<file path="src/rtl/ibuf_multiway_pkg.sv">
// Shared constants and helpers for the multi-way instruction buffer.
package ibuf_multiway_pkg;

  // Lane count type, wide enough for up to 4 ways.
  typedef logic [2:0] ibuf_lanes_t;

  // Exception code the caller packs into the payload of an interrupted op.
  localparam logic [4:0] INT_EXCP_CODE = 5'd0;

  // Index width that never collapses to zero bits.
  function automatic int unsigned idx_w(input int unsigned n);
    return (n > 1) ? $clog2(n) : 1;
  endfunction

endpackage

</file>
<file path="src/rtl/ibuf_multiway_way_bank.sv">
// One way bank of the instruction buffer: DEPTH x W storage with private head/tail.
module ibuf_multiway_way_bank
  import ibuf_multiway_pkg::*;
#(
  parameter int DEPTH = 8,
  parameter int W     = 189
) (
  input  logic         clk,
  input  logic         reset,
  input  logic         flush,
  input  logic         wr_en,
  input  logic [W-1:0] wr_data,
  input  logic         rd_en,
  output logic [W-1:0] rd_data
);
  localparam int PW = idx_w(DEPTH);

  logic [PW-1:0] head, tail;
  logic [W-1:0]  mem [DEPTH];

  always_ff @(posedge clk or posedge reset) begin
    if (reset) begin
      head <= '0;
      tail <= '0;
    end else if (flush) begin
      head <= '0;
      tail <= '0;
    end else begin
      if (wr_en) tail <= tail + PW'(1);
      if (rd_en) head <= head + PW'(1);
    end
  end

  // Payload storage is deliberately not reset.
  always_ff @(posedge clk) begin
    if (wr_en && !flush) mem[tail] <= wr_data;
  end

  assign rd_data = mem[head];

endmodule

</file>
<file path="src/rtl/ibuf_multiway.sv">
// N-way in-order instruction buffer between decode and issue.
// Optional DIFFTEST_EN adds a per-op sideband (i_dt/o_dt) stored alongside the payload.
module ibuf_multiway
  import ibuf_multiway_pkg::*;
#(
  parameter int WAYS         = 2,
  parameter int DEPTH        = 8,
  parameter int WIDTH        = 188,
  parameter int READY_MARGIN = 6,
  parameter int DT_WIDTH     = 256
) (
  input  logic                              clk,
  input  logic                              reset,
  input  logic                              flush,
  input  logic                              interrupt,
  input  logic [$clog2(WAYS+1)-1:0]         i_size,
  input  logic [WAYS-1:0][WIDTH-1:0]        i_data,
  output logic                              i_ready,
  output logic [WAYS-1:0]                   o_valid,
  output logic [WAYS-1:0][WIDTH-1:0]        o_data,
  output logic [WAYS-1:0]                   o_int,
  input  logic [$clog2(WAYS+1)-1:0]         o_size,
  output logic [$clog2(WAYS*DEPTH+1)-1:0]   o_count,
  output logic                              o_overflow
`ifdef DIFFTEST_EN
  ,input  logic [WAYS-1:0][DT_WIDTH-1:0]    i_dt
  ,output logic [WAYS-1:0][DT_WIDTH-1:0]    o_dt
`endif
);
  localparam int CAP = WAYS * DEPTH;
  localparam int CW  = $clog2(CAP + 1);
  localparam int BW  = idx_w(WAYS);
`ifdef DIFFTEST_EN
  localparam int EW  = DT_WIDTH + WIDTH + 1;
`else
  localparam int EW  = WIDTH + 1;
`endif

  logic [CW-1:0]            count, n_in, n_out, room;
  logic [BW-1:0]            head_bank, tail_bank;
  logic [WAYS-1:0][EW-1:0]  rd_q;

  // Reads free slots before writes claim them, so a full buffer can swap WAYS ops.
  always_comb begin
    n_out = (CW'(o_size) > count) ? count : CW'(o_size);
    room  = CW'(CAP) - count + n_out;
    n_in  = (CW'(i_size) > room) ? room : CW'(i_size);
  end

  always_ff @(posedge clk or posedge reset) begin
    if (reset) begin
      count      <= '0;
      head_bank  <= '0;
      tail_bank  <= '0;
      o_overflow <= 1'b0;
    end else if (flush) begin
      count      <= '0;
      head_bank  <= '0;
      tail_bank  <= '0;
      o_overflow <= 1'b0;
    end else begin
      count     <= count + n_in - n_out;
      tail_bank <= tail_bank + BW'(n_in);
      head_bank <= head_bank + BW'(n_out);
      if (CW'(i_size) > n_in) o_overflow <= 1'b1;
    end
  end

  for (genvar b = 0; b < WAYS; b++) begin : gen_bank
    // Lane offset of this bank relative to the rotating write/read origin.
    logic [BW-1:0] wofs, rofs;
    logic          wr_en, rd_en;
    logic [EW-1:0] wr_data;

    assign wofs  = BW'(b) - tail_bank;
    assign rofs  = BW'(b) - head_bank;
    assign wr_en = !flush && (CW'(wofs) < n_in);
    assign rd_en = !flush && (CW'(rofs) < n_out);
`ifdef DIFFTEST_EN
    assign wr_data = {i_dt[wofs], interrupt && (wofs == '0), i_data[wofs]};
`else
    assign wr_data = {interrupt && (wofs == '0), i_data[wofs]};
`endif

    ibuf_multiway_way_bank #(.DEPTH(DEPTH), .W(EW)) u_bank (
      .clk     (clk),
      .reset   (reset),
      .flush   (flush),
      .wr_en   (wr_en),
      .wr_data (wr_data),
      .rd_en   (rd_en),
      .rd_data (rd_q[b])
    );
  end

  for (genvar k = 0; k < WAYS; k++) begin : gen_lane
    logic [BW-1:0] sel;
    assign sel        = head_bank + BW'(k);
    assign o_data[k]  = rd_q[sel][WIDTH-1:0];
    assign o_int[k]   = rd_q[sel][WIDTH];
    assign o_valid[k] = count > CW'(k);
`ifdef DIFFTEST_EN
    assign o_dt[k]    = rd_q[sel][EW-1:WIDTH+1];
`endif
  end

  assign o_count = count;
  assign i_ready = (CAP - int'(count)) >= (READY_MARGIN + WAYS);

  a_osize_clamp: assert property (@(posedge clk) disable iff (reset) (CW'(o_size) <= count))
    else $warning("ibuf_multiway: o_size %0d above count %0d, clamped", o_size, count);

endmodule
</file>
<file path="config.mk">
export PLATFORM = sky130hd
export DESIGN_NAME = ibuf_multiway
export DESIGN_NICKNAME = d
export VERILOG_FILES = /design/src/rtl/ibuf_multiway_pkg.sv /design/src/rtl/ibuf_multiway_way_bank.sv /design/src/rtl/ibuf_multiway.sv
export SDC_FILE = /design/constraint.sdc
export NUM_CORES = 2
export LEC_CHECK = 0
export BUFFER_PORTS_ARGS = -buffer_cell sky130_fd_sc_hd__buf_2
export CORE_MARGIN = 4
export CORE_UTILIZATION = 60
export DETAILED_ROUTE_END_ITERATION = 8
export GPL_TIMING_DRIVEN = 0
export HOLD_SLACK_MARGIN = 0.15
export PLACE_DENSITY_LB_ADDON = 0.3
export REMOVE_ABC_BUFFERS = 1
export SYNTH_ARGS = -nofsm -noshare
export SYNTH_HDL_FRONTEND = slang
export SYNTH_SLANG_ARGS = --single-unit
</file>
<file path="constraint.sdc">
create_clock -name clk -period 32.7 [get_ports clk]
set_input_delay 4.905 -clock clk [delete_from_list [all_inputs] [get_ports clk]]
set_output_delay 4.905 -clock clk [all_outputs]
set_load 0.005 [all_outputs]
</file>
==> summary.txt <==
CTS Buf Count: 313
Max-slew headroom: 27.5%
Seq pwr share: 39.5%
Post-synth EDFFs: 3,024
Mapped Area: 124,000 um2
Die Height: 463 um
HP Class: flop to flop
Net Sw Frac: 31.4%
Internal power: 0.00885 W
First-pass DRT Iterations: 5
Commonest cells in the netlist: 3,024 x edfxtp_1, 756 x mux4_2, 381 x mux2_2, 204 x a21oi_1
CTS tree: built
Final Non-Filler Cells: 10.1k
DRC viols: 0
CP most frequent cell: buf_4
DP Wirelength: 195 mm
Arr. time, crit path: 12.41 ns
Global-route wire length before repair: 456 mm
CP startpoint kind: input port
RD Place Congestion: 0.777
Main synth FF type: edfxtp_1
Setup-failing EPs final: 0
Largest family of logic cells by synthesized area: multiplexers
Root Buffer: clkbuf_16
Critical Setup Path Class: input port to flop
#FFs+latches synth: 3,044
RSZ-0062 raised after global routing: false
Part of the cycle the worst path needs: 36.0%
Post_cts resized: 0
Initial Util: 60.5%
CTS max path bufs: 4
Total GRT Usage: 28.9%
Net Sw Power: 0.00406 W
Synth unique cells: 47
Share of cells above drive strength 1: 36.5%
Total number of vias: 66.0k
Reg2reg setup slack: 24.49 ns
Fin. max-slew vios: 0
Antenna violations before repair: 92
Max-cap viol count: 0
Status: finished clean
Clock Skew: 0.0398 ns
Placed Cells: 9,486
Final antenna-violating net count: 0
Synthesized instance count: 6,053
Clock sinks: 3,044
Final period demand of the worst path: 11.78 ns
Fin. Hold Viols: 0
CTS Hold Bufs: 0
Drt wl/cell: 30.7 um
CP required: 33.33 ns
Synth top area share: 73.2%
Async SR Flop Fraction: 0.657%
Clk Latency, worst-skew pair: 0.95 ns
Min-Delay Endpoint: o_overflow
H-tree depth: 5
Max Fclk: 84.9 MHz
Synth Area in Simple Gates: 3.60%
I/O Buffers: 770
TNS Setup: 0 ns
Nets@finish: 7,527
Worst Hold Path Cells: 2
CP max-delay cell: nor4_2
Post-synthesis mux area share: 18.8%
Register area share after synthesis: 73.6%
Leak: 47.0 nW
Top post-synthesis cells by area: edfxtp_1 73%, mux4_2 14%, mux2_2 3.5%, mux2i_1 1.6%, o31a_1 1.3%
Hold path start: o_overflow
Crit path max fanout: 9
Setup crit end kind: flop
Number of global-route vias before repair: 67.5k
Clk pin slew, worst setup/hold paths: 0.06 ns
Aggregate global routing overflow: 0
Rows: 166
Final WL: 310 mm
Adder-cell share of the synthesized area: 0.321%
R2R depth: 29
Largest net degree at the start of global routing: 121
FF-to-FF Start: o_count[1]
Least-Margin Pin Slew: 1.08 ns
Critical Path Max Stage Delay: 0.92 ns
Boundary pin count: 771
Total power: 0.0129 W
Combinational Power Share: 34.9%
Horiz. Die Dim: 463 um
Core area: 205,000 um2
Syn_area_per_cell: 20.5 um2
Initial DRC Count: 7,986
Die area: 214,000 um2
YS warnings: 0
Vias per Instance: 6.54
Pwr Density: 89.3 nW/um2
Synthesis-to-finish area growth: 16.6%
Post-synthesis compound-gate area fraction: 2.28%
Largest area contributor in the netlist: edfxtp_1
Xor/xnor share of the synthesized area: 0.0565%
Clock power share: 25.6%
Worst r2r dst: gen_bank[0].u_bank.mem[2][48]
Postcts setup bufs: 0
VDD IR-drop max: 63.9 uV
Most frequent cell after synthesis: edfxtp_1
[layer usage]
| metal | part of all wire, % | global-route usage [%] | vias to the layer above | routed length [um] |
|---|---|---|---|---|
| met5 | 0.067 | 0 | - | 207 |
| met4 | 4.1 | 11.6 | 32 | 12700 |
| met3 | 11 | 7.19 | 674 | 33000 |
| met2 | 49 | 45.9 | 3745 | 151000 |
| met1 | 37 | 39.3 | 34400 | 114000 |
| li1 | - | - | 27200 | - |
[sequential cells by signal, summed over array words and instances (netlist names)]
signal                cells
o_count                   5
tail_bank                 1
head_bank                 1
o_overflow                1
gen_bank.u_bank.mem    3024
gen_bank.u_bank.head      6
gen_bank.u_bank.tail      6
[through the flow]
step           setup slack [ns]  area [um2]  hold WS, ns  util (%)
6_report                  20.92      145000        0.575      70.5
3_5_place_dp              20.05      135000        0.529      65.9
3_3_place_gp             -28.10      130000        0.514      63.3
2_1_floorplan              4.26      122000        0.490         -
5_1_grt                   20.40      144000        0.606      70.5
4_1_cts                   21.00      144000        0.575      70.4
[layout make-up]
cell class / instances / area (um2)
multi-input combinational: 2623 / 31200
antenna: 71 / 178
fill: 11900 / 60400
tap: 2688 / 3360
timing repair buffer: 1105 / 9090
sequential: 3044 / 91300
clock inverter: 143 / 1050
inverter: 26 / 105
clock buffer: 394 / 8290
[worst max path at each step]
stage	endpoint	startpoint	slack (ns)
3_5_place_dp	gen_bank[0].u_bank.mem[2][104]	o_size[0]	20.05
5_1_grt	gen_bank[0].u_bank.mem[2][87]	o_size[0]	20.40
3_3_place_gp	gen_bank[1].u_bank.mem[5][142]	tail_bank	-28.10
2_1_floorplan	gen_bank[1].u_bank.mem[1][0]	tail_bank	4.26
4_1_cts	gen_bank[0].u_bank.mem[2][104]	o_size[0]	21.00
6_report	gen_bank[0].u_bank.mem[2][48]	o_size[0]	20.92
[worst max-delay path: cells and delay by family]
family | cells | cell delay [ns]
compound gates | 5 | 1.27
buf+inv | 14 | 2.19
simple gates | 3 | 1.52
mux | 3 | 0.98
fa+ha+maj | 5 | 1.48
[cells by family after synthesis]
logic type	count (synthesis)
AO/OA/AOI/OAI	413
XOR/XNOR	8
adder cells (fa/ha/maj)	30
buffers and inverters	388
flip-flops	3044
multiplexers	1335
other	1
AND/OR/NAND/NOR	834
[layout by cell type, fill, tap and decap left out, types with 27 or more instances in the layout]
master	count
nor3_1	194
buf_6	73
nand2_1	194
and2_1	191
mux4_2	756
nor2b_1	194
clkinv_1	64
clkbuf_16	320
mux2_2	381
clkinv_2	54
clkbuf_1	74
buf_16	84
buf_4	111
ha_1	27
mux2i_1	196
buf_2	770
o31a_1	189
buf_12	52
diode_2	71
a21oi_1	204
edfxtp_1	3024
[power groups by stage]
stage	Clock, W	Combinational, W	Sequential (W)
floorplan	0	0.00342	0.00558
global placement	0	0.00545	0.00601
detailed placement	0	0.00447	0.00517
CTS	0.00336	0.00452	0.00510
global route	0.00353	0.00481	0.00512
finish	0.00331	0.00451	0.00509
(Power assumes the default switching activity.)
